===== src/rtl/reg_scoreboard_pkg.sv =====
// reg_scoreboard_pkg: shared constants for the register pending-write scoreboard.
//   NREG    - number of architectural registers
//   AW      - register address width
//   CW      - per-register pending-write counter width
//   R0      - hardwired zero register address
//   CNT_MAX - largest count a per-register counter can hold
package reg_scoreboard_pkg;

  localparam int unsigned NREG    = 32;
  localparam int unsigned AW      = 5;
  localparam int unsigned CW      = 2;
  localparam logic [AW-1:0] R0    = '0;
  localparam int unsigned CNT_MAX = (1 << CW) - 1;

endpackage


===== src/rtl/reg_scoreboard_counter.sv =====
// sb_counter: one saturating-by-construction up/down pending-write counter.
//   clk  - system clock, rising edge
//   rst  - asynchronous active-low reset
//   inc  - one more write issued to this register
//   dec  - one pending write retired from this register
//   cnt  - current number of outstanding writes
//   nz   - cnt != 0 (register busy)
//   full - cnt == CNT_MAX (no further issue may be accepted)
module sb_counter
  import reg_scoreboard_pkg::*;
(
  input  logic          clk,
  input  logic          rst,
  input  logic          inc,
  input  logic          dec,
  output logic [CW-1:0] cnt,
  output logic          nz,
  output logic          full
);

  assign nz   = (cnt != '0);
  assign full = (cnt == CW'(CNT_MAX));

  // Simultaneous inc and dec cancel; the full/nz guards keep the count from wrapping.
  always_ff @(posedge clk or negedge rst) begin
    if (!rst) begin
      cnt <= '0;
    end else if (inc && !dec && !full) begin
      cnt <= cnt + CW'(1);
    end else if (dec && !inc && nz) begin
      cnt <= cnt - CW'(1);
    end
  end

endmodule


===== src/rtl/reg_scoreboard.sv =====
// reg_scoreboard: pending-write tracker for the register file.
//   clk       - system clock, rising edge
//   rst       - asynchronous active-low reset
//   iss_valid - issue stage presents an instruction
//   iss_wen   - instruction writes iss_rd
//   iss_rd    - destination register address
//   rs_a/rs_b - source operand addresses
//   wb_valid  - writeback retires one write to wb_rd
//   wb_rd     - register address being retired
//   stall     - issue must hold (source busy or destination counter full)
//   iss_fire  - instruction accepted this cycle
//   busy_vec  - bit i set while register i has a pending write
//   err       - sticky: retire seen for a register with no pending write
module reg_scoreboard
  import reg_scoreboard_pkg::*;
(
  input  logic            clk,
  input  logic            rst,
  input  logic            iss_valid,
  input  logic            iss_wen,
  input  logic [AW-1:0]   iss_rd,
  input  logic [AW-1:0]   rs_a,
  input  logic [AW-1:0]   rs_b,
  input  logic            wb_valid,
  input  logic [AW-1:0]   wb_rd,
  output logic            stall,
  output logic            iss_fire,
  output logic [NREG-1:0] busy_vec,
  output logic            err
);

  logic [CW-1:0]   cnt [NREG];
  logic [NREG-1:0] full_vec;
  logic            haz_a;
  logic            haz_b;
  logic            haz_full;

  // r0 is hardwired: never counts, never busy, never full.
  assign cnt[0]      = '0;
  assign busy_vec[0] = 1'b0;
  assign full_vec[0] = 1'b0;

  for (genvar i = 1; i < NREG; i++) begin : g_reg
    logic inc;
    logic dec;

    assign inc = iss_fire & iss_wen & (iss_rd == AW'(i));
    assign dec = wb_valid & (wb_rd == AW'(i)) & busy_vec[i];

    sb_counter u_cnt (
      .clk  (clk),
      .rst  (rst),
      .inc  (inc),
      .dec  (dec),
      .cnt  (cnt[i]),
      .nz   (busy_vec[i]),
      .full (full_vec[i])
    );
  end

  // Hazards look only at registered state, so a same-cycle retire does not bypass.
  assign haz_a    = busy_vec[rs_a];
  assign haz_b    = busy_vec[rs_b];
  assign haz_full = iss_wen & full_vec[iss_rd];
  assign stall    = iss_valid & (haz_a | haz_b | haz_full);
  assign iss_fire = iss_valid & ~stall;

  always_ff @(posedge clk or negedge rst) begin
    if (!rst) begin
      err <= 1'b0;
    end else if (wb_valid && (wb_rd != R0) && (cnt[wb_rd] == '0)) begin
      err <= 1'b1;
    end
  end

endmodule


===== config.mk =====
export PLATFORM = sky130hd
export DESIGN_NAME = reg_scoreboard
export DESIGN_NICKNAME = d
export VERILOG_FILES = /design/src/rtl/reg_scoreboard_pkg.sv /design/src/rtl/reg_scoreboard_counter.sv /design/src/rtl/reg_scoreboard.sv
export SDC_FILE = /design/constraint.sdc
export NUM_CORES = 1
export LEC_CHECK = 0
export BUFFER_PORTS_ARGS = -buffer_cell sky130_fd_sc_hd__buf_4
export CORE_UTILIZATION = 41
export DETAILED_ROUTE_END_ITERATION = 10
export PLACE_DENSITY = 0.66
export SKIP_CTS_REPAIR_TIMING = 1
export SYNTH_ARGS = -nofsm -noshare
export SYNTH_HDL_FRONTEND = slang
export SYNTH_SLANG_ARGS = --single-unit

===== constraint.sdc =====
create_clock -name clk -period 3.2 [get_ports clk]
set_input_delay 0.48 -clock clk [delete_from_list [all_inputs] [get_ports clk]]
set_output_delay 0.48 -clock clk [all_outputs]
set_load 0.005 [all_outputs]

## Yosys cells after proc, flatten, opt, wreduce, memory -nomap -nowiden

Cells that the tools add are included.

| storage, ports and cells | value |
|---|---|
| flip-flop bits (word level) | 63 |
| bits in latches | 0 |
| RAM bits | 0 |
| bits in read-only memories | 0 |
| input port bits | 25 |
| output and inout port bits | 35 |
| word-level logic and storage cells | 646 |
| memories kept | 0 |

| cells by class | value |
|---|---|
| $add $sub $neg | 62 |
| multiply operators | 0 |
| div/mod/pow operators | 0 |
| $lt $le $gt $ge | 4 |
| eq/ne operators | 93 |
| shift operators | 0 |
| multiplexer cells | 71 |
| bitwise logic cells | 101 |
| reduce and logical (&&, ||, !) cells | 283 |

Operators with widths:

| operator | count |
|---|---|
| $eq 5x5->1 const B | 32 |
| $mux 2 | 64 |
| $logic_and 1x1->1 | 126 |
| $reduce_bool 2->1 | 62 |
| $and 1x1->1 | 97 |
| $logic_not 1->1 | 93 |
| $eq 5x4->1 const B | 16 |
| $add 2x1->2 const B | 31 |
| $eq 2x2->1 const B | 31 |
| $sub 2x1->2 const B | 31 |
| $eq 5x3->1 const B | 8 |
| $eq 5x2->1 const B | 4 |
| $lt 5x6->1 const B | 3 |
| $bmux 1 s5 | 3 |
| $bmux 2 s5 | 1 |
| $eq 5x1->1 const B | 2 |
| $ge 6x6->1 const B | 1 |
| $not 5->6 | 1 |
| $reduce_bool 5->1 | 1 |
| $mux 1 | 3 |
| $logic_not 2->1 | 1 |
| $or 1x1->1 | 2 |
| $not 1->1 | 1 |

## Longest topological paths before layout

Gate-level depths: netlist of run 1.

| logic depth | value |
|---|---|
| depth after elaboration | 15 |
| depth in mapped cells | 12 |
| gate-level depth less buffers | 9 |

## Hierarchy

From an unflattened synthesis of run 1, not the netlist that was laid out.

| unflattened totals | value |
|---|---|
| cell total of the unflattened synthesis | 707 |
| area total of the unflattened synthesis | 5955.7 µm² |

Modules (own cells, without submodules):

| module | instances | cells an instance | area an instance (µm²) | sequential area each (µm²) |
|---|---|---|---|---|
| sb_counter | 31 | 14 | 127.6 | 50.0 |
| reg_scoreboard | 1 | 273 | 1999.4 | 25.0 |

## Least setup slack after synthesis of run 1

No wires, ideal clock.

| timing path | value |
|---|---|
| path type | input-to-reg |
| from | input rs_b[2] |
| to | register g_reg[4].u_cnt.cnt[0] |
| setup time | 79 ps |
| data arrival time | 2792 ps |
| required time | 3121 ps |
| setup slack | 328 ps |
| cell stages on the path | 9 |
| buffers on the path | 2 |
| cells stage by stage | buf_2 > mux4_2 > a2111o_1 > nand3_2 > nand4_2 > buf_6 > nor4_2 > mux2_2 > mux2i_1 |

| between the ends | value |
|---|---|
| word-level cells in the longest chain between the ends | 13 |
| elaborated cells on any way between the ends | 16 |
| those cells by class | mux: 3; bitwise: 7; reduce/logical: 6 |

RTL lines:

| element | line | source |
|---|---|---|
| start, declared | reg_scoreboard.sv:23 | `input logic [AW-1:0] rs_b,` |
| $bmux 1 s5 (*) | reg_scoreboard.sv:63 | `assign haz_b = busy_vec[rs_b];` |
| $mux 1 (implied by the code) (*) | reg_scoreboard.sv:63 |  |
| $or 1x1->1 (*) (2 in series) | reg_scoreboard.sv:65 | `assign stall = iss_valid & (haz_a \| haz_b \| haz_full);` |
| $and 1x1->1 (*) | reg_scoreboard.sv:65 |  |
| $not 1->1 (*) | reg_scoreboard.sv:66 | `assign iss_fire = iss_valid & ~stall;` |
| $and 1x1->1 (*) | reg_scoreboard.sv:66 |  |
| $and 1x1->1 (*) (2 in series) | reg_scoreboard.sv:47 | `assign inc = iss_fire & iss_wen & (iss_rd == AW'(i));` |
| $logic_not 1->1 | reg_scoreboard_counter.sv:30 | `end else if (dec && !inc && nz) begin` |
| $logic_and 1x1->1 (2 in series) | reg_scoreboard_counter.sv:30 |  |
| $reduce_bool 2->1 (no source line) | - |  |
| end signal, assigned | reg_scoreboard_counter.sv:29 | `cnt <= cnt + CW'(1);` |
| end signal, assigned | reg_scoreboard_counter.sv:31 | `cnt <= cnt - CW'(1);` |
| end, declared | reg_scoreboard_counter.sv:16 | `output logic [CW-1:0] cnt,` |

Every way passes the cells marked *; elsewhere a longest branch is shown, timed or not. The select of a mux whose other input is x is not followed.
A chain may end at the register's enable or synchronous reset.

## Final worst setup path of run 1

| timing path | value |
|---|---|
| from | register g_reg[17].u_cnt.cnt[0] |
| to | output stall |

| between the ends | value |
|---|---|
| word-level cells in the longest chain between the ends | 6 |
| elaborated cells on any way between the ends | 12 |
| those cells by class | eq/ne: 1; mux: 6; bitwise: 4; reduce/logical: 1 |

RTL lines:

| element | line | source |
|---|---|---|
| start, declared | reg_scoreboard_counter.sv:16 |  |
| start signal, assigned | reg_scoreboard_counter.sv:29 |  |
| start signal, assigned | reg_scoreboard_counter.sv:31 |  |
| $eq 2x2->1 or $reduce_bool 2->1 (tied branches) | reg_scoreboard_counter.sv:22, reg_scoreboard_counter.sv:21 |  |
| $bmux 1 s5 (on tied branches) | reg_scoreboard.sv:64, reg_scoreboard.sv:62, reg_scoreboard.sv:63 |  |
| $mux 1 (on tied branches) | reg_scoreboard.sv:64, reg_scoreboard.sv:62, reg_scoreboard.sv:63 |  |
| $and 1x1->1 or $or 1x1->1 (tied branches) | reg_scoreboard.sv:64, reg_scoreboard.sv:65 |  |
| $or 1x1->1 (*) | reg_scoreboard.sv:65 |  |
| $and 1x1->1 (*) | reg_scoreboard.sv:65 |  |
| end, declared | reg_scoreboard.sv:26 | `output logic stall,` |

Marks and branches as above.

==> impl_metrics.yaml, run 1 <==
status:
  status: "finished clean"
sta:
  setup_violations: 0
  drv_slew: 0
  min_period_over_period: 0.972
  tightest_slew_ns: 0.871
  min_period_ns: 3.11
  worst_slack_ns: 0.0881
  rsz0062_at_grt: "no"
  hold_viol_final: 0
  fmax_mhz: 321
  slew_headroom: 0.420
  skew_ns: 0.00800
grt:
  grt_pass1_wl_mm: 30.9
  antenna_found_initial: 0
  grt_max_degree: 64
  overflow: 0
  grt_pass1_vias: 5667
  grt_usage: 0.274
synth:
  async_flop_share: 1.00
  yosys.area.top_type: "dfrtp_1"
  ys.flop_type: "dfrtp_1"
  netlist_top_cells_count: "117 x nand2_1, 73 x nor2_1, 63 x dfrtp_1"
  synth_cells: 770
  ys_warn_count: 0
  synth-edff-count: 0
  syn_area_per_cell_um2: 7.81
  yosys-top-cells-area: "dfrtp_1 26%, mux4_2 8.6%, nand2_1 7.3%"
  synth_nets: 795
  yosys.cell_types.count: 72
  synth-seq-cells: 63
  syn_area_um2: 6020
  synthDominantCellAreaShare: 0.262
  yosysSeqAreaShare: 0.262
  yosysMostFrequentCell: "nand2_1"
placement:
  place_inst: 997
  place_worst_setup_slack_ns: 0.119
  hpwlAfterDp_mm: 15.2
  gp_congestion: 0.982
  portBuffers: 58
  detailed_place.area_um2: 6710
drt:
  ant_nets: 0
  totalWireLength_mm: 20.1
  drtIter0Drc: 572
  via_count: 6184
  viasPerCell: 6.07
  drc_errors: 0
  first_pass_iters: 5
  wire_per_inst_um: 19.7
worst_setup_path:
  endpoint: "stall"
  worstReg2RegEnd: "g_reg[14].u_cnt.cnt[0]$_DFFE_PN0P_"
  crit_type: "reg -> out"
  cpPeakStageDelay_ns: 0.47
  cp.depth: 10
  critPathMaxFanout: 8
  cp_cell_sequence: "nor2_1, buf_4, mux4_2, a22oi_1, o2111ai_1, nand4_4, buf_12, nor2_4, nor2_1, buf_4"
  crit_arrival_ns: 2.63
  r2r_start: "g_reg[17].u_cnt.cnt[0]$_DFFE_PN0P_"
  worstSetupStartpointType: "flip-flop"
  r2r_cells: 11
  crit_path_start: "g_reg[17].u_cnt.cnt[0]$_DFFE_PN0P_"
  crit_path_end_kind: "output port"
  cp.required_ns: 2.72
  cp_top_family: "simple AND/OR/NAND/NOR gates"
  regToRegSetupSlack_ns: 0.16
  cp_num_buf_inv: 3
  cpMaxStageDelayCell: "dfrtp_1"
clock_network:
  cts_buffers: 9
  h-tree-depth: 3
  root_buffer: "clkbuf_16"
  clk_path_buf_depth: 2
  cts.sinks: 63
  clk_latency_ns: 0.35
  clkTransAtPathRegs_ns: 0.06
  cts_tree: "done"
cells_and_area:
  area_delta_synth_final_pct: 18.5
  final_area_um2: 7130
  stdcell_count: 1018
  fin_nets: 859
  final_util: 0.506
  drive_gt1_frac: 0.241
  antenna_cells: 0
power:
  p_per_area_nw_per_um2: 410
  power_leakage_nw: 2.98
  ir_drop_mv: 0.349
  p_total_mw: 2.92
die:
  ios: 60
  core_region_area_um2: 14100
  rows: 43
  die-width_um: 123
  die_h_um: 123
  die_area_um2: 15200
  start_util: 0.427
min_path:
  hp-class: "in -> async"
job:
  cap_viol_max_count: 0
-- layer usage --
| metal | global-route usage | vias to the layer above | share of wire |
|---|---|---|---|
| met4 | 0.152 | 0 | 0.049 |
| met3 | 0.0678 | 76 | 0.090 |
| met2 | 0.402 | 326 | 0.44 |
| met5 | 0 | - | 0 |
| met1 | 0.368 | 2914 | 0.42 |
| li1 | - | 2868 | - |
-- worst register-to-register path, cell delays in order, from the launching register on --
cell       delay, ns
dfrtp_1         0.46
nor2_1          0.26
buf_4           0.19
mux4_2          0.23
a22oi_1         0.06
o2111ai_1       0.36
nand4_4         0.19
buf_12          0.19
buf_4           0.14
nor4_2          0.40
mux2_2          0.38
nor2_1          0.10
-- stage by stage --
stage	hold WS [ns]	setup TNS [ns]
2_1_floorplan	0.184	0
3_3_place_gp	0.441	0
3_5_place_dp	0.449	0
4_1_cts	0.285	-0.0418
5_1_grt	0.318	0
6_report	0.242	0
-- cells by family (layout without fill, tap and decap cells) --
logic type,count (synthesis),in the layout,share of synthesized area
AND/OR/NAND/NOR,390,390,0.347
AO/OA/AOI/OAI,147,147,0.158
buffers and inverters,116,184,0.0973
flip-flops,63,63,0.262
multiplexers,45,45,0.124
XOR/XNOR,8,8,0.0116
other,1,1,0.000623
-- how the worst min path moves through the flow --
stage	startpoint	to	slack, ns
2_1_floorplan	rst	err$_DFFE_PN0P_	0.18
3_3_place_gp	err$_DFFE_PN0P_	err$_DFFE_PN0P_	0.44
3_5_place_dp	err$_DFFE_PN0P_	err$_DFFE_PN0P_	0.45
4_1_cts	rst	g_reg[23].u_cnt.cnt[0]$_DFFE_PN0P_	0.28
5_1_grt	rst	g_reg[23].u_cnt.cnt[0]$_DFFE_PN0P_	0.32
6_report	rst	g_reg[23].u_cnt.cnt[0]$_DFFE_PN0P_	0.24
-- report_power, final --
| group | switching (mW) | total, mW | internal, mW |
|---|---|---|---|
| clock | 0.386 | 1.03 | 0.640 |
| sequential | 0.0992 | 0.968 | 0.869 |
| combinational | 0.497 | 0.926 | 0.429 |
-- cell usage in the layout, fill, tap and decap left out, types with 5 or more instances in the layout --
cell / instances
mux4_2: 23
nand2_1: 117
a21oi_1: 31
o211ai_1: 8
nand2b_1: 16
a211oi_1: 6
and4_1: 9
nand3b_1: 9
mux2i_1: 16
and2_1: 17
nor4_2: 8
a31oi_1: 5
nor3_1: 26
o21ai_0: 50
nor2b_1: 10
xor2_1: 7
nor4_1: 9
nor2_1: 68
nor3b_1: 11
nand4_1: 6
nor2_2: 5
nand3_1: 36
clkbuf_16: 10
o2111ai_1: 7
inv_1: 50
or3_1: 6
buf_4: 113
mux2_2: 6
and3_1: 7
dfrtp_1: 61
-- registers in the layout, indices dropped and copies added, names as in the netlist --
name	count
g.u_cnt.cnt	62
err	1
-- area by class of cell --
class	instances	area, µm²
flip-flops and latches	63	1580
clock buffers	12	256
inverters	53	199
multi-input cells	591	3910
clock inverters	3	42.5
repair buffers	116	913
well taps	180	225
fillers	1380	6970
Power figures use the tool's default switching activity.
==> run 2: changes to the inputs <==
REMOVE_ABC_BUFFERS = 1   (was unset)
==> impl_metrics.yaml, run 2 (synthesis results as in run 1) <==
cells_and_area:
  largest-register: "g.u_cnt.cnt"
  largest_reg_flops: 62
  area_delta_synth_final_pct: 16.2
  multi_input_area_um2: 3890
  layout_common_cells: "117 x nand2_1, 110 x buf_4, 65 x nor2_1, 62 x dfrtp_1"
  reg_top3: "g.u_cnt.cnt: 62 flops, err: 1 flops"
  antenna_cells: 0
  fin_nets: 854
  final_area_um2: 6990
  regArea_um2: 1580
  final_util: 0.496
  drive_gt1_frac: 0.235
  final_common_cell: "nand2_1"
  fillCellCount: 1393
power:
  p_sw_frac: 0.343
  p_comb_frac: 0.323
  power_leakage_nw: 2.93
  p_seq_frac: 0.355
  p_per_area_nw_per_um2: 392
  ir_drop_mv: 0.291
  p_total_mw: 2.74
  intPower_mw: 1.80
  p_clk_frac: 0.321
  switching_power_mw: 0.940
worst_setup_path:
  cpMaxStageDelayCell: "dfrtp_2"
  regToRegSetupSlack_ns: 0.15
  cpPeakStageDelay_ns: 0.45
  crit_arrival_ns: 2.66
  worstReg2RegEnd: "g_reg[16].u_cnt.cnt[0]$_DFFE_PN0P_"
  r2r_cells: 9
  crit_path_start: "g_reg[12].u_cnt.cnt[0]$_DFFE_PN0P_"
  cp.required_ns: 2.72
  cp_cell_sequence: "nor2_4, inv_1, mux4_2, a2111o_1, nand3_2, nand4_2, buf_12, nor2_2, nor2_1, buf_4"
  crit_type: "reg -> out"
  crit_path_end_kind: "output port"
  r2r_start: "g_reg[12].u_cnt.cnt[0]$_DFFE_PN0P_"
  worstSetupStartpointType: "flip-flop"
  critPathMaxFanout: 20
sta:
  skew_ns: 0.00458
  min_period_over_period: 0.982
  rsz0062_at_grt: "yes"
  tightest_slew_ns: 0.865
  worst_slack_ns: 0.0583
  fmax_mhz: 318
  drv_slew: 0
  setup_violations: 0
  slew_headroom: 0.423
  hold_viol_final: 0
  min_period_ns: 3.14
  hold_slack_ns: 0.242
grt:
  antenna_found_initial: 0
  grt_max_degree: 64
  grt_pass1_wl_mm: 30.7
  grt_pass1_vias: 5563
  grt_usage: 0.274
  overflow: 0
job:
  cap_viol_max_count: 0
status:
  status: "finished clean"
die:
  start_util: 0.427
  die-width_um: 123
  core_region_area_um2: 14100
  rows: 43
  ios: 60
  die_h_um: 123
  die_area_um2: 15200
clock_network:
  clkTransAtPathRegs_ns: 0.05
  root_buffer: "clkbuf_16"
  clk_path_buf_depth: 2
  cts_tree: "done"
  cts_buffers: 9
  clk_latency_ns: 0.35
  cts.sinks: 63
  h-tree-depth: 3
drt:
  wire_per_inst_um: 19.7
  ant_nets: 0
  drtIter0Drc: 648
  drc_errors: 0
  viasPerCell: 6.05
  first_pass_iters: 5
  via_count: 6120
  totalWireLength_mm: 19.9
placement:
  portBuffers: 58
  gp_congestion: 0.975
  place_worst_setup_slack_ns: 0.131
  detailed_place.area_um2: 6690
  hpwlAfterDp_mm: 15.1
min_path:
  hp-class: "in -> async"
==> run 2: cell count changes in the layout (fill, tap and decap cells not counted), moves of 2 or more <==
cell,delta
nor3_1,+2
buf_4,-3
nor2_1,-3
nor3_2,-2
nor2_2,+4
==> run 2: cell type report <==
type | count | area share
clock buffer | 11 | 0.0347
clock inverter | 2 | 0.00143
inverter | 53 | 0.0285
multi-input combinational | 591 | 0.556
sequential | 63 | 0.226
tap | 180 | 0.0322
timing repair buffer | 111 | 0.121
==> run 2: power groups by stage <==
stage | clock, mW | combinational (mW) | sequential, mW
2_1_floorplan | 0 | 0.448 | 0.961
3_3_place_gp | 0 | 0.862 | 0.974
3_5_place_dp | 0 | 0.866 | 0.975
4_1_cts | 0.902 | 0.869 | 0.963
5_1_grt | 0.933 | 0.951 | 0.986
6_report | 0.880 | 0.886 | 0.973
==> run 2: per-layer routing <==
metal,part of all wire,up-vias,wire length (µm),GRT usage
met1,0.43,2892,8580,0.379
met2,0.43,305,8560,0.398
li1,-,2865,-,-
met4,0.042,0,826,0.141
met3,0.096,58,1910,0.0641
met5,0,-,0,0
==> run 2: worst max path at each step <==
stage,endpoint,slack [ns],cells past startpoint
final,stall,0.06,10
after global routing,iss_fire,-0.04,9
after CTS,stall,-0.03,9
after detailed placement,g_reg[29].u_cnt.cnt[0]$_DFFE_PN0P_,0.13,10
after global placement,stall,0.19,10
after floorplan,g_reg[17].u_cnt.cnt[0]$_DFFE_PN0P_,-0.01,9
==> run 2: per-stage QoR <==
stage | cells | setup TNS (ns)
after floorplan | 707 | -0.0281
after global placement | 997 | 0
after detailed placement | 997 | 0
after CTS | 1010 | -0.0255
after global routing | 1011 | -0.0842
final | 1011 | 0
==> run 2: critical path, delay by kind of cell, from the launching register on <==
kind / cells / cell delay [ns]
AOI/OAI and AO/OA: 1 / 0.43
buffers and inverters: 3 / 0.39
DFF: 1 / 0.45
muxes: 1 / 0.45
and+or+nand+nor: 5 / 0.56
